==> config.mk <==
export PLATFORM = sky130hd
export DESIGN_NAME = mem_port_sched_flat
export DESIGN_NICKNAME = d
export VERILOG_FILES = /design/src/rtl/mem_port_sched_if.sv /design/src/rtl/mem_port_sched.sv /design/src/flat_wrapper.sv
export SDC_FILE = /design/constraint.sdc
export NUM_CORES = 1
export LEC_CHECK = 0
export CAP_MARGIN = 20
export CORE_UTILIZATION = 45
export CTS_CLUSTER_DIAMETER = 40
export CTS_CLUSTER_SIZE = 10
export DETAILED_ROUTE_END_ITERATION = 6
export DONT_BUFFER_PORTS = 1
export HOLD_SLACK_MARGIN = 0.15
export PLACE_DENSITY = 0.58
export SYNTH_ARGS = -nofsm -noshare
export SYNTH_HDL_FRONTEND = slang
export SYNTH_SLANG_ARGS = --single-unit
==> constraint.sdc <==
create_clock -name clk -period 4.64 [get_ports clk]
set_input_delay 0.232 -clock clk [delete_from_list [all_inputs] [get_ports clk]]
set_output_delay 0.232 -clock clk [all_outputs]
set_load 0.1 [all_outputs]
==> src/rtl/mem_port_sched_if.sv <==
// Bus bundle between the core phases, the port scheduler and the embedded single-port RAM.
interface mem_port_sched_if #(
    parameter int unsigned AW = 8,
    parameter int unsigned DW = 32
);
    logic          if_req;
    logic [AW-1:0] if_addr;
    logic          if_ack;
    logic [DW-1:0] if_data;

    logic          dm_req;
    logic [1:0]    dm_op;
    logic [AW-1:0] dm_addr;
    logic [DW-1:0] dm_wdata;
    logic          dm_ack;
    logic [DW-1:0] dm_rdata;

    logic          ram_en;
    logic          ram_we;
    logic [AW-1:0] ram_addr;
    logic [DW-1:0] ram_wdata;
    logic [DW-1:0] ram_rdata;

    modport slave (
        input  if_req, if_addr, dm_req, dm_op, dm_addr, dm_wdata, ram_rdata,
        output if_ack, if_data, dm_ack, dm_rdata, ram_en, ram_we, ram_addr, ram_wdata
    );

    modport master (
        output if_req, if_addr, dm_req, dm_op, dm_addr, dm_wdata, ram_rdata,
        input  if_ack, if_data, dm_ack, dm_rdata, ram_en, ram_we, ram_addr, ram_wdata
    );
endinterface

==> src/rtl/mem_port_sched.sv <==
// Arbitrates fetch and data-phase requests onto one single-port synchronous RAM
// and owns the stack pointer used by push/pop.
module mem_port_sched #(
    parameter int unsigned   AW         = 8,
    parameter int unsigned   DW         = 32,
    parameter logic [AW-1:0] SP_INIT    = AW'(8'hFF),
    parameter int unsigned   STARVE_MAX = 3
) (
    input  logic            clk,
    input  logic            rst,
    mem_port_sched_if.slave bus,
    output logic [AW-1:0]   sp,
    output logic            busy
);
    localparam int unsigned CW = (STARVE_MAX < 1) ? 1 : $clog2(STARVE_MAX + 1);

    typedef enum logic [1:0] {IDLE, CMD, RD, ACK} state_t;
    typedef enum logic [1:0] {OP_LOAD = 2'b00, OP_STORE = 2'b01, OP_PUSH = 2'b10, OP_POP = 2'b11} op_t;

    state_t        state, state_nxt;
    logic          fetch_q, fetch_nxt;
    op_t           op_q, op_nxt;
    logic [CW-1:0] starve_q, starve_nxt;
    logic [AW-1:0] sp_q, sp_nxt;
    logic          busy_q, busy_nxt;
    logic          ram_en_q, ram_en_nxt;
    logic          ram_we_q, ram_we_nxt;
    logic [AW-1:0] ram_addr_q, ram_addr_nxt;
    logic [DW-1:0] ram_wdata_q, ram_wdata_nxt;
    logic          if_ack_q, if_ack_nxt;
    logic          dm_ack_q, dm_ack_nxt;
    logic [DW-1:0] if_data_q, if_data_nxt;
    logic [DW-1:0] dm_rdata_q, dm_rdata_nxt;
    logic          grant_fetch;
    logic          is_write;

    // Next-state and next-output logic; every output is registered from here.
    always_comb begin
        state_nxt     = state;
        fetch_nxt     = fetch_q;
        op_nxt        = op_q;
        starve_nxt    = starve_q;
        sp_nxt        = sp_q;
        ram_en_nxt    = 1'b0;
        ram_we_nxt    = 1'b0;
        ram_addr_nxt  = ram_addr_q;
        ram_wdata_nxt = ram_wdata_q;
        if_ack_nxt    = 1'b0;
        dm_ack_nxt    = 1'b0;
        if_data_nxt   = if_data_q;
        dm_rdata_nxt  = dm_rdata_q;
        grant_fetch   = 1'b0;
        is_write      = !fetch_q && (op_q == OP_STORE || op_q == OP_PUSH);

        unique case (state)
            IDLE: begin
                // Data has priority unless fetch has lost STARVE_MAX times in a row.
                grant_fetch = bus.if_req && (!bus.dm_req || starve_q == CW'(STARVE_MAX));
                if (!bus.if_req || grant_fetch) begin
                    starve_nxt = '0;
                end else if (starve_q != CW'(STARVE_MAX)) begin
                    starve_nxt = starve_q + CW'(1);
                end
                if (bus.if_req || bus.dm_req) begin
                    state_nxt     = CMD;
                    fetch_nxt     = grant_fetch;
                    op_nxt        = op_t'(bus.dm_op);
                    ram_en_nxt    = 1'b1;
                    ram_wdata_nxt = bus.dm_wdata;
                    if (grant_fetch) begin
                        ram_addr_nxt = bus.if_addr;
                    end else begin
                        unique case (op_t'(bus.dm_op))
                            OP_PUSH: ram_addr_nxt = sp_q;
                            OP_POP:  ram_addr_nxt = sp_q + AW'(1);
                            default: ram_addr_nxt = bus.dm_addr;
                        endcase
                        ram_we_nxt = (op_t'(bus.dm_op) == OP_STORE) || (op_t'(bus.dm_op) == OP_PUSH);
                    end
                end
            end
            CMD: begin
                if (is_write) begin
                    state_nxt  = ACK;
                    dm_ack_nxt = 1'b1;
                end else begin
                    state_nxt = RD;
                end
            end
            RD: begin
                state_nxt = ACK;
                if (fetch_q) begin
                    if_data_nxt = bus.ram_rdata;
                    if_ack_nxt  = 1'b1;
                end else begin
                    dm_rdata_nxt = bus.ram_rdata;
                    dm_ack_nxt   = 1'b1;
                end
            end
            ACK: begin
                state_nxt = IDLE;
                if (!fetch_q && op_q == OP_PUSH) sp_nxt = sp_q - AW'(1);
                if (!fetch_q && op_q == OP_POP)  sp_nxt = sp_q + AW'(1);
            end
        endcase

        busy_nxt = (state_nxt != IDLE);
    end

    always_ff @(posedge clk) begin
        if (rst) begin
            state       <= IDLE;
            fetch_q     <= 1'b0;
            op_q        <= OP_LOAD;
            starve_q    <= '0;
            sp_q        <= SP_INIT;
            busy_q      <= 1'b0;
            ram_en_q    <= 1'b0;
            ram_we_q    <= 1'b0;
            ram_addr_q  <= '0;
            ram_wdata_q <= '0;
            if_ack_q    <= 1'b0;
            dm_ack_q    <= 1'b0;
            if_data_q   <= '0;
            dm_rdata_q  <= '0;
        end else begin
            state       <= state_nxt;
            fetch_q     <= fetch_nxt;
            op_q        <= op_nxt;
            starve_q    <= starve_nxt;
            sp_q        <= sp_nxt;
            busy_q      <= busy_nxt;
            ram_en_q    <= ram_en_nxt;
            ram_we_q    <= ram_we_nxt;
            ram_addr_q  <= ram_addr_nxt;
            ram_wdata_q <= ram_wdata_nxt;
            if_ack_q    <= if_ack_nxt;
            dm_ack_q    <= dm_ack_nxt;
            if_data_q   <= if_data_nxt;
            dm_rdata_q  <= dm_rdata_nxt;
        end
    end

    assign bus.if_ack    = if_ack_q;
    assign bus.if_data   = if_data_q;
    assign bus.dm_ack    = dm_ack_q;
    assign bus.dm_rdata  = dm_rdata_q;
    assign bus.ram_en    = ram_en_q;
    assign bus.ram_we    = ram_we_q;
    assign bus.ram_addr  = ram_addr_q;
    assign bus.ram_wdata = ram_wdata_q;
    assign sp            = sp_q;
    assign busy          = busy_q;
endmodule

==> src/flat_wrapper.sv <==
// flat-port wrapper written by rule: the top's interface ports become plain ports
module mem_port_sched_flat 
#(
    parameter int unsigned   AW         = 8,
    parameter int unsigned   DW         = 32,
    parameter logic [AW-1:0] SP_INIT    = AW'(8'hFF),
    parameter int unsigned   STARVE_MAX = 3
)
  (clk, rst, sp, busy, bus_if_req, bus_if_addr, bus_dm_req, bus_dm_op, bus_dm_addr, bus_dm_wdata, bus_ram_rdata, bus_if_ack, bus_if_data, bus_dm_ack, bus_dm_rdata, bus_ram_en, bus_ram_we, bus_ram_addr, bus_ram_wdata);
  mem_port_sched_if #(.AW(AW), .DW(DW)) bus_i ();
  input  logic clk;
  input  logic rst;
  output logic [AW-1:0] sp;
  output logic busy;
  input wire logic [$bits(bus_i.if_req)-1:0] bus_if_req;
  input wire logic [$bits(bus_i.if_addr)-1:0] bus_if_addr;
  input wire logic [$bits(bus_i.dm_req)-1:0] bus_dm_req;
  input wire logic [$bits(bus_i.dm_op)-1:0] bus_dm_op;
  input wire logic [$bits(bus_i.dm_addr)-1:0] bus_dm_addr;
  input wire logic [$bits(bus_i.dm_wdata)-1:0] bus_dm_wdata;
  input wire logic [$bits(bus_i.ram_rdata)-1:0] bus_ram_rdata;
  output wire logic [$bits(bus_i.if_ack)-1:0] bus_if_ack;
  output wire logic [$bits(bus_i.if_data)-1:0] bus_if_data;
  output wire logic [$bits(bus_i.dm_ack)-1:0] bus_dm_ack;
  output wire logic [$bits(bus_i.dm_rdata)-1:0] bus_dm_rdata;
  output wire logic [$bits(bus_i.ram_en)-1:0] bus_ram_en;
  output wire logic [$bits(bus_i.ram_we)-1:0] bus_ram_we;
  output wire logic [$bits(bus_i.ram_addr)-1:0] bus_ram_addr;
  output wire logic [$bits(bus_i.ram_wdata)-1:0] bus_ram_wdata;
  assign bus_i.if_req = bus_if_req;
  assign bus_i.if_addr = bus_if_addr;
  assign bus_i.dm_req = bus_dm_req;
  assign bus_i.dm_op = bus_dm_op;
  assign bus_i.dm_addr = bus_dm_addr;
  assign bus_i.dm_wdata = bus_dm_wdata;
  assign bus_i.ram_rdata = bus_ram_rdata;
  assign bus_if_ack = bus_i.if_ack;
  assign bus_if_data = bus_i.if_data;
  assign bus_dm_ack = bus_i.dm_ack;
  assign bus_dm_rdata = bus_i.dm_rdata;
  assign bus_ram_en = bus_i.ram_en;
  assign bus_ram_we = bus_i.ram_we;
  assign bus_ram_addr = bus_i.ram_addr;
  assign bus_ram_wdata = bus_i.ram_wdata;
  mem_port_sched #(.AW(AW), .DW(DW), .SP_INIT(SP_INIT), .STARVE_MAX(STARVE_MAX)) u_core (.clk(clk), .rst(rst), .bus(bus_i), .sp(sp), .busy(busy));
endmodule
==> out/metrics.cfg <==
[pwr]
pwr_density_cell_mw_per_mm2 = 667
switchingPower_mw = 2.12
finalPower_mw = 4.34
clkPwrFrac = 0.264
combPwrFrac = 0.164
pwr-share-seq = 0.572
p_sw_frac = 0.488
peakVddDrop_mv = 0.506
p_leak_nw = 2.50
p_int_mw = 2.22

[timing]
clock.fmax_mhz = 373
slew_violations = 0
min_period_over_period = 0.578
rsz0062_at_grt = false
hold_violations = 0
relSlewSlack = 0.252
finClkSkew_ps = 8.69
setup_viol = 0
tns_ps = 0
post-route-min-period_ps = 2680
worst_pin_slew_ps = 1120

[setup_path]
start_kind = register
cp-startpoint = u_core.sp[6]
r2r_start = u_core.sp[6]
critPathMaxFanout = 7
cp.arrival_ps = 3090
required_ps = 5050
cp-end-kind = register
worstSetupPathType = register to register

[clock_network]
h-tree-depth = 4
clk_pin_slew_ps = 60
cts.sinks = 124
clkLatencyLatePin_ps = 530
cts_tree = done
clk_path_buf_depth = 2
numCtsBuffers = 17
cts_resized = 0
clockRootBuffer = clkbuf_8

[route]
wl_um = 13500
drt-pass1-iter-count = 5
ant_nets = 0
drt_iter0_drc = 238
vias = 4555
drc = 0
wire_per_inst_um = 16.0
via_per_inst = 5.37

[die]
start_util = 0.472
die_w_um = 107
core_region_area_mm2 = 0.0105
io_pins = 203
dieArea_mm2 = 0.0114
row_count = 37
die_y_um = 107

[grt]
grt_pass1_wl_um = 21600
groute.usage.overall = 0.242
grt_max_degree = 119
antenna_found_initial = 0
grt_pass1_vias = 4514
gr-total-overflow = 0

[placed_design]
gp_congestion = 0.809
dp_hpwl_um = 8310
port_buffers = 0

[final_layout]
final_nets = 798
mostFrequentLayoutCells = nand2_1, dfxtp_1, a21oi_1
n_antenna_cell = 0
area_growth_pct = 31.8
final_common_cell = nand2_1
fill_cells = 876
drive_above_1_share = 0.0645

[yosys]
synthesis.area_mm2 = 0.00493
synth_nets = 723
ys_seq_area_frac = 0.503
syn_avg_cell_area_um2 = 7.90
synth_seq_cells = 124
synth_cells = 625
ys.warnings.count = 0
synth_ff_type = dfxtp_1
synth.distinct_cells = 44
async_flop_share = 0
synth_edf_count = 0

[min_path]
hold_class = input port to register
min_from = bus_if_req

[flow_run]
cap_violations = 0

[outcome]
outcome = completed

==> worst max-delay path, cell delays in order, from the launching register on <==
cell and delay [ps]:
dfxtp_1 1060, nand3_1 260, o211a_1 270, nor4_1 290
a21oi_1 120, dlygate4sd3_1 570
==> synthesized netlist by cell type, drive strengths merged (2+ instances only) <==
library cell  instances  area (um2)
a2111oi               2        18.8
a211o                 2        17.5
a211oi                6        45.0
a21o                  2        15.0
a21oi               110         551
a221o                 2        20.0
a22o                  2        18.8
a31oi                 2        12.5
and2                  2        12.5
buf                  13        60.1
clkbuf               32         120
dfxtp               124        2480
ha                   12         150
inv                  12        45.0
mux2i                 5        50.1
nand2               206         773
nand2b                4        25.0
nand3                11        55.1
nor2                 16        60.1
nor2b                 7        43.8
nor3                  8        40.0
nor4                  9        56.3
o211a                 2        20.0
o211ai                2        15.0
o21a                  2        15.0
o21ai                13        65.1
o22ai                 2        12.5
o311a                 2        20.0
or2                   2        12.5
or3                   2        12.5
==> metrics by stage <==
stage                     hold WS, ps   util  instance area (um2)  instances  setup WS [ps]
after detailed placement          313  0.480                 5030        726           2540
after floorplan                   368      -                 4930        625           2140
after global routing              342  0.622                 6500        849           1850
after CTS                         291  0.616                 6450        847           2000
after global placement            310  0.478                 5000        725           2580
final                             308  0.622                 6500        849           1960
==> power by group through the flow <==
stage	clock network [mW]	registers, mW	logic (mW)
final	1.15	2.48	0.713
after global routing	1.21	2.50	0.800
after CTS	1.17	2.48	0.679
after detailed placement	0	2.50	0.571
after global placement	0	2.50	0.547
after floorplan	0	2.46	0.469
==> registers in the layout, indices dropped and copies added (netlist names), 2 cells and up <==
| signal | flops |
|---|---|
| u_core.sp | 8 |
| u_core.bus.dm_rdata | 32 |
| u_core.bus.ram_wdata | 32 |
| u_core.bus.if_data | 32 |
| u_core.bus.ram_addr | 8 |
| u_core.op_q | 2 |
| u_core.starve_q | 2 |
| u_core.state | 2 |
==> worst paths after layout <==
kind / end / slack (ps) / cells after the start
worst min register to register: u_core.starve_q[1] / 480 / 2
worst max-delay path: u_core.bus.ram_addr[7] / 1960 / 5
worst max register to register: u_core.bus.ram_addr[7] / 1960 / 5
worst min-delay path: u_core.bus.ram_wdata[30] / 310 / 4
==> layer usage <==
layer	vias to the layer above	GRT usage	part of all wire
met5	-	0	0
met4	0	0.117	0.022
met3	28	0.0857	0.071
met2	154	0.414	0.51
met1	2123	0.265	0.40
li1	2250	-	-
==> cell type report <==
class / instances / area (um2) / area share
Sequential cell: 124 / 2480 / 0.382
Multi-Input combinational cell: 444 / 2230 / 0.343
Timing Repair Buffer: 101 / 1060 / 0.163
Clock buffer: 26 / 478 / 0.0735
Tap cell: 136 / 170 / 0.0262
Inverter: 12 / 45.0 / 0.00692
Clock inverter: 6 / 37.5 / 0.00577
==> repair_timing <==
action / 4_1_cts / 5_1_grt
hold buffers: 89 / 0
setup buffers: 0 / 0
endpoints found under the hold margin: 124 / 0
==> cell families (layout without fill, tap and decap cells) <==
| family | Yosys count | after routing | synth area share |
|---|---|---|---|
| DFF | 124 | 124 | 0.503 |
| muxes | 6 | 6 | 0.0124 |
| buffers and inverters | 57 | 145 | 0.0456 |
| and+or+nand+nor | 271 | 271 | 0.230 |
| xor gates and xnor gates | 1 | 1 | 0.00178 |
| adders and majority gates | 12 | 12 | 0.0304 |
| AOI/OAI and AO/OA | 154 | 154 | 0.177 |
Note: power is estimated with default switching activity, not from simulation.
